`config.mk`:
```
export PLATFORM = sky130hd
export DESIGN_NAME = date_entry
export DESIGN_NICKNAME = d
export VERILOG_FILES = /design/src/rtl/date_entry.sv
export SDC_FILE = /design/constraint.sdc
export NUM_CORES = 1
export LEC_CHECK = 0
export ABC_AREA = 1
export ABC_CLOCK_PERIOD_IN_PS = 2300
export CAP_MARGIN = 20
export CORE_ASPECT_RATIO = 0.6
export CORE_MARGIN = 1.5
export CORE_UTILIZATION = 48
export DETAILED_ROUTE_END_ITERATION = 10
export PLACE_DENSITY = 0.69
export SLEW_MARGIN = 20
export SYNTH_ARGS = -nofsm -noshare
export SYNTH_HDL_FRONTEND = slang
export SYNTH_SLANG_ARGS = --single-unit
```
`constraint.sdc`:
```
create_clock -name clk -period 2.3 [get_ports clk]
set_clock_uncertainty 0.05 [all_clocks]
set_input_delay 0.575 -clock clk [delete_from_list [all_inputs] [get_ports clk]]
set_output_delay 0.575 -clock clk [all_outputs]
set_load 0.01 [all_outputs]
```
`src/rtl/date_entry.sv`:
```
// rtl/date_entry.sv - serial BCD date entry (DDMMYYYY) with commit/reject strobes; option macro DATE_ENTRY_VALIDATE_EN
module date_entry #(
  parameter int YEARRES = 12
) (
  input  logic               clk,
  input  logic               rst_n,
  input  logic [3:0]         digit_in,
  input  logic               digit_valid,
  output logic               digit_ready,
  input  logic               abort,
  output logic [2:0]         digit_idx,
  output logic [YEARRES+8:0] date_out,
  output logic               date_ow,
  output logic               entry_err
);

  typedef enum logic [1:0] {
    S_COLLECT = 2'd0,
    S_CHECK   = 2'd1,
    S_RESULT  = 2'd2
  } state_e;

  localparam logic [YEARRES+8:0] DATE_RST = {5'd1, 4'd1, {YEARRES{1'b0}}};

  state_e             state_q, state_d;
  logic [2:0]         idx_q, idx_d;
  logic [6:0]         day_q, day_d;
  logic [6:0]         mon_q, mon_d;
  logic [13:0]        year_q, year_d;
  logic               err_q, err_d;
  logic [YEARRES+8:0] date_q, date_d;
  logic               ow_q, ow_d;
  logic               ee_q, ee_d;

  logic               xfer;
  logic               entry_ok;
  logic [31:0]        year_ext;

  assign xfer     = digit_valid && (state_q == S_COLLECT);
  assign year_ext = 32'(year_q);

`ifdef DATE_ENTRY_VALIDATE_EN
  logic [4:0] max_day;

  // Days in the accumulated month; leap test is year[1:0]==0 to match the calendar.
  always_comb begin
    max_day = 5'd31;
    case (mon_q)
      7'd2:                     max_day = (year_q[1:0] == 2'b00) ? 5'd29 : 5'd28;
      7'd4, 7'd6, 7'd9, 7'd11:  max_day = 5'd30;
      default:                  max_day = 5'd31;
    endcase
  end

  assign entry_ok = !err_q
                 && (mon_q >= 7'd1) && (mon_q <= 7'd12)
                 && (year_ext < (32'd1 << YEARRES))
                 && (day_q != 7'd0) && (day_q <= {2'b00, max_day});
`else
  logic unused_fields;

  // Without validation only the truncated low bits of each field are used.
  assign unused_fields = ^{day_q[6:5], mon_q[6:4], err_q, year_ext[31:YEARRES]};
  assign entry_ok      = 1'b1;
`endif

  // Next-state, accumulator and strobe decode; abort overrides everything.
  always_comb begin
    state_d = state_q;
    idx_d   = idx_q;
    day_d   = day_q;
    mon_d   = mon_q;
    year_d  = year_q;
    err_d   = err_q;
    date_d  = date_q;
    ow_d    = 1'b0;
    ee_d    = 1'b0;

    case (state_q)
      S_COLLECT: begin
        if (xfer) begin
          idx_d = idx_q + 3'd1;
          if (idx_q < 3'd2) begin
            day_d = 7'(day_q * 7'd10 + 7'(digit_in));
          end else if (idx_q < 3'd4) begin
            mon_d = 7'(mon_q * 7'd10 + 7'(digit_in));
          end else begin
            year_d = 14'(year_q * 14'd10 + 14'(digit_in));
          end
`ifdef DATE_ENTRY_VALIDATE_EN
          if (digit_in > 4'd9) begin
            err_d = 1'b1;
          end
`endif
          if (idx_q == 3'd7) begin
            state_d = S_CHECK;
          end
        end
      end
      S_CHECK: begin
        state_d = S_RESULT;
        if (entry_ok) begin
          ow_d   = 1'b1;
          date_d = {day_q[4:0], mon_q[3:0], year_ext[YEARRES-1:0]};
        end else begin
          ee_d = 1'b1;
        end
      end
      S_RESULT: begin
        state_d = S_COLLECT;
        day_d   = '0;
        mon_d   = '0;
        year_d  = '0;
        err_d   = 1'b0;
      end
      default: begin
        state_d = S_COLLECT;
      end
    endcase

    if (abort) begin
      state_d = S_COLLECT;
      idx_d   = '0;
      day_d   = '0;
      mon_d   = '0;
      year_d  = '0;
      err_d   = 1'b0;
      date_d  = date_q;
      ow_d    = 1'b0;
      ee_d    = 1'b0;
    end
  end

  // State and output registers.
  always_ff @(posedge clk or negedge rst_n) begin
    if (!rst_n) begin
      state_q <= S_COLLECT;
      idx_q   <= '0;
      day_q   <= '0;
      mon_q   <= '0;
      year_q  <= '0;
      err_q   <= 1'b0;
      date_q  <= DATE_RST;
      ow_q    <= 1'b0;
      ee_q    <= 1'b0;
    end else begin
      state_q <= state_d;
      idx_q   <= idx_d;
      day_q   <= day_d;
      mon_q   <= mon_d;
      year_q  <= year_d;
      err_q   <= err_d;
      date_q  <= date_d;
      ow_q    <= ow_d;
      ee_q    <= ee_d;
    end
  end

  assign digit_ready = (state_q == S_COLLECT);
  assign digit_idx   = idx_q;
  assign date_out    = date_q;
  assign date_ow     = ow_q;
`ifdef DATE_ENTRY_VALIDATE_EN
  assign entry_err   = ee_q;
`else
  assign entry_err   = 1'b0;
  logic unused_ee;
  assign unused_ee   = ee_q;
`endif

endmodule

```
* Word level (Yosys, flattened, before mapping)
Index checks and enable logic that the tools add are counted.
Word-level totals: bits of input ports 8, bits in registers 55, logic and storage cells 60, output and inout port bits 27
Operators by class: reductions and logical operators 11, $add $sub $neg 4, mux-type cells 23, magnitude comparators 2, bitwise operators 1, $mul 3, equality and inequality tests 9
Operator list (count):
- $mux W14 | 4
- $mux W7 | 7
- $pmux W14 S2 | 1
- $pmux W7 S2 | 2
- $add A14 B4 Y14 | 1
- $add A7 B4 Y7 | 2
- $mul A14 B3 Y13 const B | 1
- $mul A7 B3 Y6 const B | 2
- $ne A3 B1 Y1 const B | 4
- $mux W3 | 3
- $reduce_and A4 Y1 | 2
- $mux W2 | 3
- $ne A3 B3 Y1 const B | 2
- $reduce_and A2 Y1 | 3
- $pmux W2 S2 | 1
- $reduce_bool A2 Y1 | 2
- $add A3 B1 Y3 const B | 1
- $eq A3 B3 Y1 const B | 1
- $lt A3 B2 Y1 const B | 1
- $lt A3 B3 Y1 const B | 1
- $reduce_and A3 Y1 | 1
- $reduce_bool A3 Y1 | 1
- $eq A2 B1 Y1 const B | 1
- $eq A2 B2 Y1 const B | 1
- other kinds (4) | 5

* Depth between registers and ports, before layout
depth after elaboration 7, mapped depth 14, depth with buffers taken out 14

* Worst setup path before layout
Ideal clock, no wire load.
path type reg-to-reg, start reg year_q[1], end reg year_q[11], arrival 2077 ps, setup time 117 ps, stages on the path, launching flop included 14, data required time 2133 ps, slack 56 ps, buffers on the path 0, cells stage by stage dfrtp_1 > ha_1 > ha_1 > fa_1 > nand2_1 > inv_1 > nor2_2 > inv_2 > nor2_4 > nand3_1 > nor2_2 > nand3_1 > nand3_1 > nand2_1
Between the ends: word-level cells in the longest chain between the ends 7
Ends and longest elaborated chain:
- from (decl) | RTL line 29 | logic [13:0] year_q, year_d;
- from (signal assigned) | RTL line 151 | year_q <= year_d;
- $mul A14 B3 Y13 | RTL line 88 | year_d = 14'(year_q * 14'd10 + 14'(digit_in));
- $add A14 B4 Y14 | RTL line 88
- $mux W14 | RTL line 85 | end else if (idx_q < 3'd4) begin
- $mux W14 | RTL line 83 | if (idx_q < 3'd2) begin
- $mux W14 | RTL line 81 | if (xfer) begin
- $pmux W14 S2 | RTL line 79 | case (state_q)
- $mux W14 | RTL line 121 | if (abort) begin
No other way between the ends. The select of a mux whose other input is x is not followed. A chain may end at the register's enable or synchronous reset.

* Worst setup path in the final report
start reg year_q[3], end reg year_q[10]
The elaborated chain is that of the path after synthesis.

==> metrics.txt <==
period utilisation layout=0.985; initial core utilization=0.501; crit path from=year_q[3]$_DFFE_PN0P_; worst reg2reg path depth=12; Static Leak=0.00175 uW; vias per cell=5.01; Worst EP arrival=2.42 ns; largest net degree at the start of global routing=49; nets=420; clk root buf=clkbuf_8; sequential fraction of the synthesis area=0.429; I/O pin count=35; DP Wirelength=4520 um; clock buffer depth=2; GPL Wtd Cong=0.835; met2 wire len=2400 um; M1 WL=3450 um; proportion of netlist area held by the largest area contributor=0.410; Final Hold Viols=0; clk slew on worst S/H paths=0.09 ns; Pins Over Slew Limit=0; Gate Count Post-Synth=332; Synth top cells by count=nand2_1 (84), dfrtp_1 (46), inv_1 (36); total gr overflow=0; Mapped Area=0.00281 mm^2; Initial DRC Count=110; Critical R2R Launch=year_q[3]$_DFFE_PN0P_; critical path endpoint category=flip-flop; TritonCTS clock tree=done; Clock Sink Count=48; IO buf count=33; fin worst setup slack=0.0339 ns; Yosys Warn Count=0; Async SR Flop Fraction=1.00; H-Tree Depth=2; met3 WL=193 um; Primary FF master, synth=dfrtp_1; syn nets=369; Tmin final=2.27 ns; initial antenna violation count=0; Mapped Avg Cell Area=8.45 um^2; hold_buf cts=0; synth unique cells=30; # diodes=0; RR Endpoint=year_q[10]$_DFFE_PN0P_; Vias=2323; synth top area cells=dfrtp_1 (41%), nand2_1 (11%), ha_1 (11%); FF/Latch Area=0.00120 mm^2; outcome=completed; Routed WL=6090 um; Die W=102 um; Die Area=0.00633 mm^2; CP max FO=4; fmax=441 MHz; drt first pass iters=4; max layer used=met4; worst skew pair latency=0.30 ns; Crit Path Class=flip-flop to flip-flop; Crit path required time=2.45 ns; Tot GR Track Use=0.208; worst hold path class=input pin to asynchronous set/reset pin; area delta synth->final=26.5%; antenna-violating nets left=0; Fin Hold WS=0.186 ns; Core Area=0.00560 mm^2; CTS buffer count=5; dominant cell type by area after synthesis=dfrtp_1; max-cap viol count=0; vias in the first global route=2186; Avg WL per Cell=13.1 um; Filler Cell Count=488; Setup WS pre-CTS=-0.199 ns; Die Height=62.2 um; #FFs+latches synth=48; final setup fails=0; nature of the critical path startpoint=flip-flop; area used by multi-input combinational logic=0.00148 mm^2; pwr/cell area=940 mW/mm^2; worst setup path endpoint=year_q[10]$_DFFE_PN0P_; Post-synth EDFFs=0; Cell Rows=21; DRC viols=0; most common cell in the synthesized netlist=nand2_1; first-pass GRT wire length=10300 um; layout cells sized above 1=0.167; Reg2Reg Setup Slack=0.03 ns; Worst IR Drop VDD=0.398 mV; RSZ-0062 raised after global routing=yes
[layout make-up]
type                    count  area share
multi-input cells         235       0.417
flip-flops and latches     48       0.339
repair buffers             50       0.135
inverters                  43      0.0455
well taps                  80      0.0282
clock buffers               7      0.0271
clock inverters             1     0.00846
[power breakdown]
group | switching (uW) | internal, uW
clock network | 287 | 384
logic | 891 | 673
registers | 121 | 983
total | 1300 | 2040
[stage by stage]
stage	cell area [um^2]	std cells	total power (uW)	TNS, ns	utilization
2_1_floorplan	2810	332	2110	0	-
3_3_place_gp	3350	456	2510	-0.333	0.598
3_5_place_dp	3350	456	2540	-0.449	0.598
4_1_cts	3480	464	3220	0	0.622
5_1_grt	3550	464	3620	-0.216	0.634
6_report	3550	464	3340	0	0.634
[logic make-up after synthesis]
group                    Yosys count  synth area share
AND/OR/NAND/NOR                  140             0.221
AO/OA/AOI/OAI                     55             0.107
buffers and inverters             49            0.0705
flip-flops                        48             0.429
adder cells (fa/ha/maj)           29             0.140
XOR/XNOR                          10            0.0312
other                              1           0.00134
[state kept, by name, indices dropped and copies added, names as in the netlist]
register,flops
date_out,21
year_q,12
day_q,5
mon_q,4
digit_idx,3
state_q,2
date_ow,1
[layout by cell type (no fill, tap or decap), drive strengths merged]
master and instances:
buf 18, fa 4, conb 1, a31oi 1, xor2 4, nand2 87
clkbuf 7, nand4 4, inv 43, a21o 2, or2 1, dfrtp 46
o22ai 10, nand3b 2, bufinv 1, xnor2 6, dfstp 2, clkdlybuf4s50 32
a21oi 9, ha 25, nor3 1, nand3 22, o21ai 33, nor2 23
[worst max-delay path, stage by stage (launching register included)]
cell and delay (ns):
dfrtp_1 0.42, ha_4 0.26, ha_4 0.16, fa_2 0.60, nand2_2 0.06, inv_2 0.05, nand4_1 0.06, nand2_1 0.08
inv_2 0.06, nor2_4 0.12, nand4_1 0.10, nand3_1 0.10, nand2_1 0.05
[worst min-delay path by stage]
stage | from | endpoint | slack (ns) | cells after the start
after floorplan | rst_n | date_out[0]$_DFFE_PN0P_ | 0.23 | 0
after global placement | date_out[12]$_DFFE_PN1P_ | date_out[12]$_DFFE_PN1P_ | 0.41 | 2
after detailed placement | date_out[12]$_DFFE_PN1P_ | date_out[12]$_DFFE_PN1P_ | 0.41 | 2
after CTS | rst_n | state_q[1]$_DFFE_PN0P_ | 0.20 | 2
after global routing | rst_n | state_q[1]$_DFFE_PN0P_ | 0.20 | 2
final | rst_n | digit_idx[0]$_DFFE_PN0P_ | 0.19 | 2
[per-layer routing]
layer | up-vias | global-route usage
met5 | - | 0
met4 | 0 | 0.0486
met3 | 4 | 0.0462
met2 | 36 | 0.272
met1 | 1094 | 0.340
li1 | 1189 | -
[timing repair]
item | 4_1_cts | 5_1_grt
buffers inserted | 0 | 0
setup endpoints to repair | 2 | 5
gates resized for setup | 2 | 16
pin swaps | 2 | 9
No activity file was read; power rests on OpenSTA's default activity.
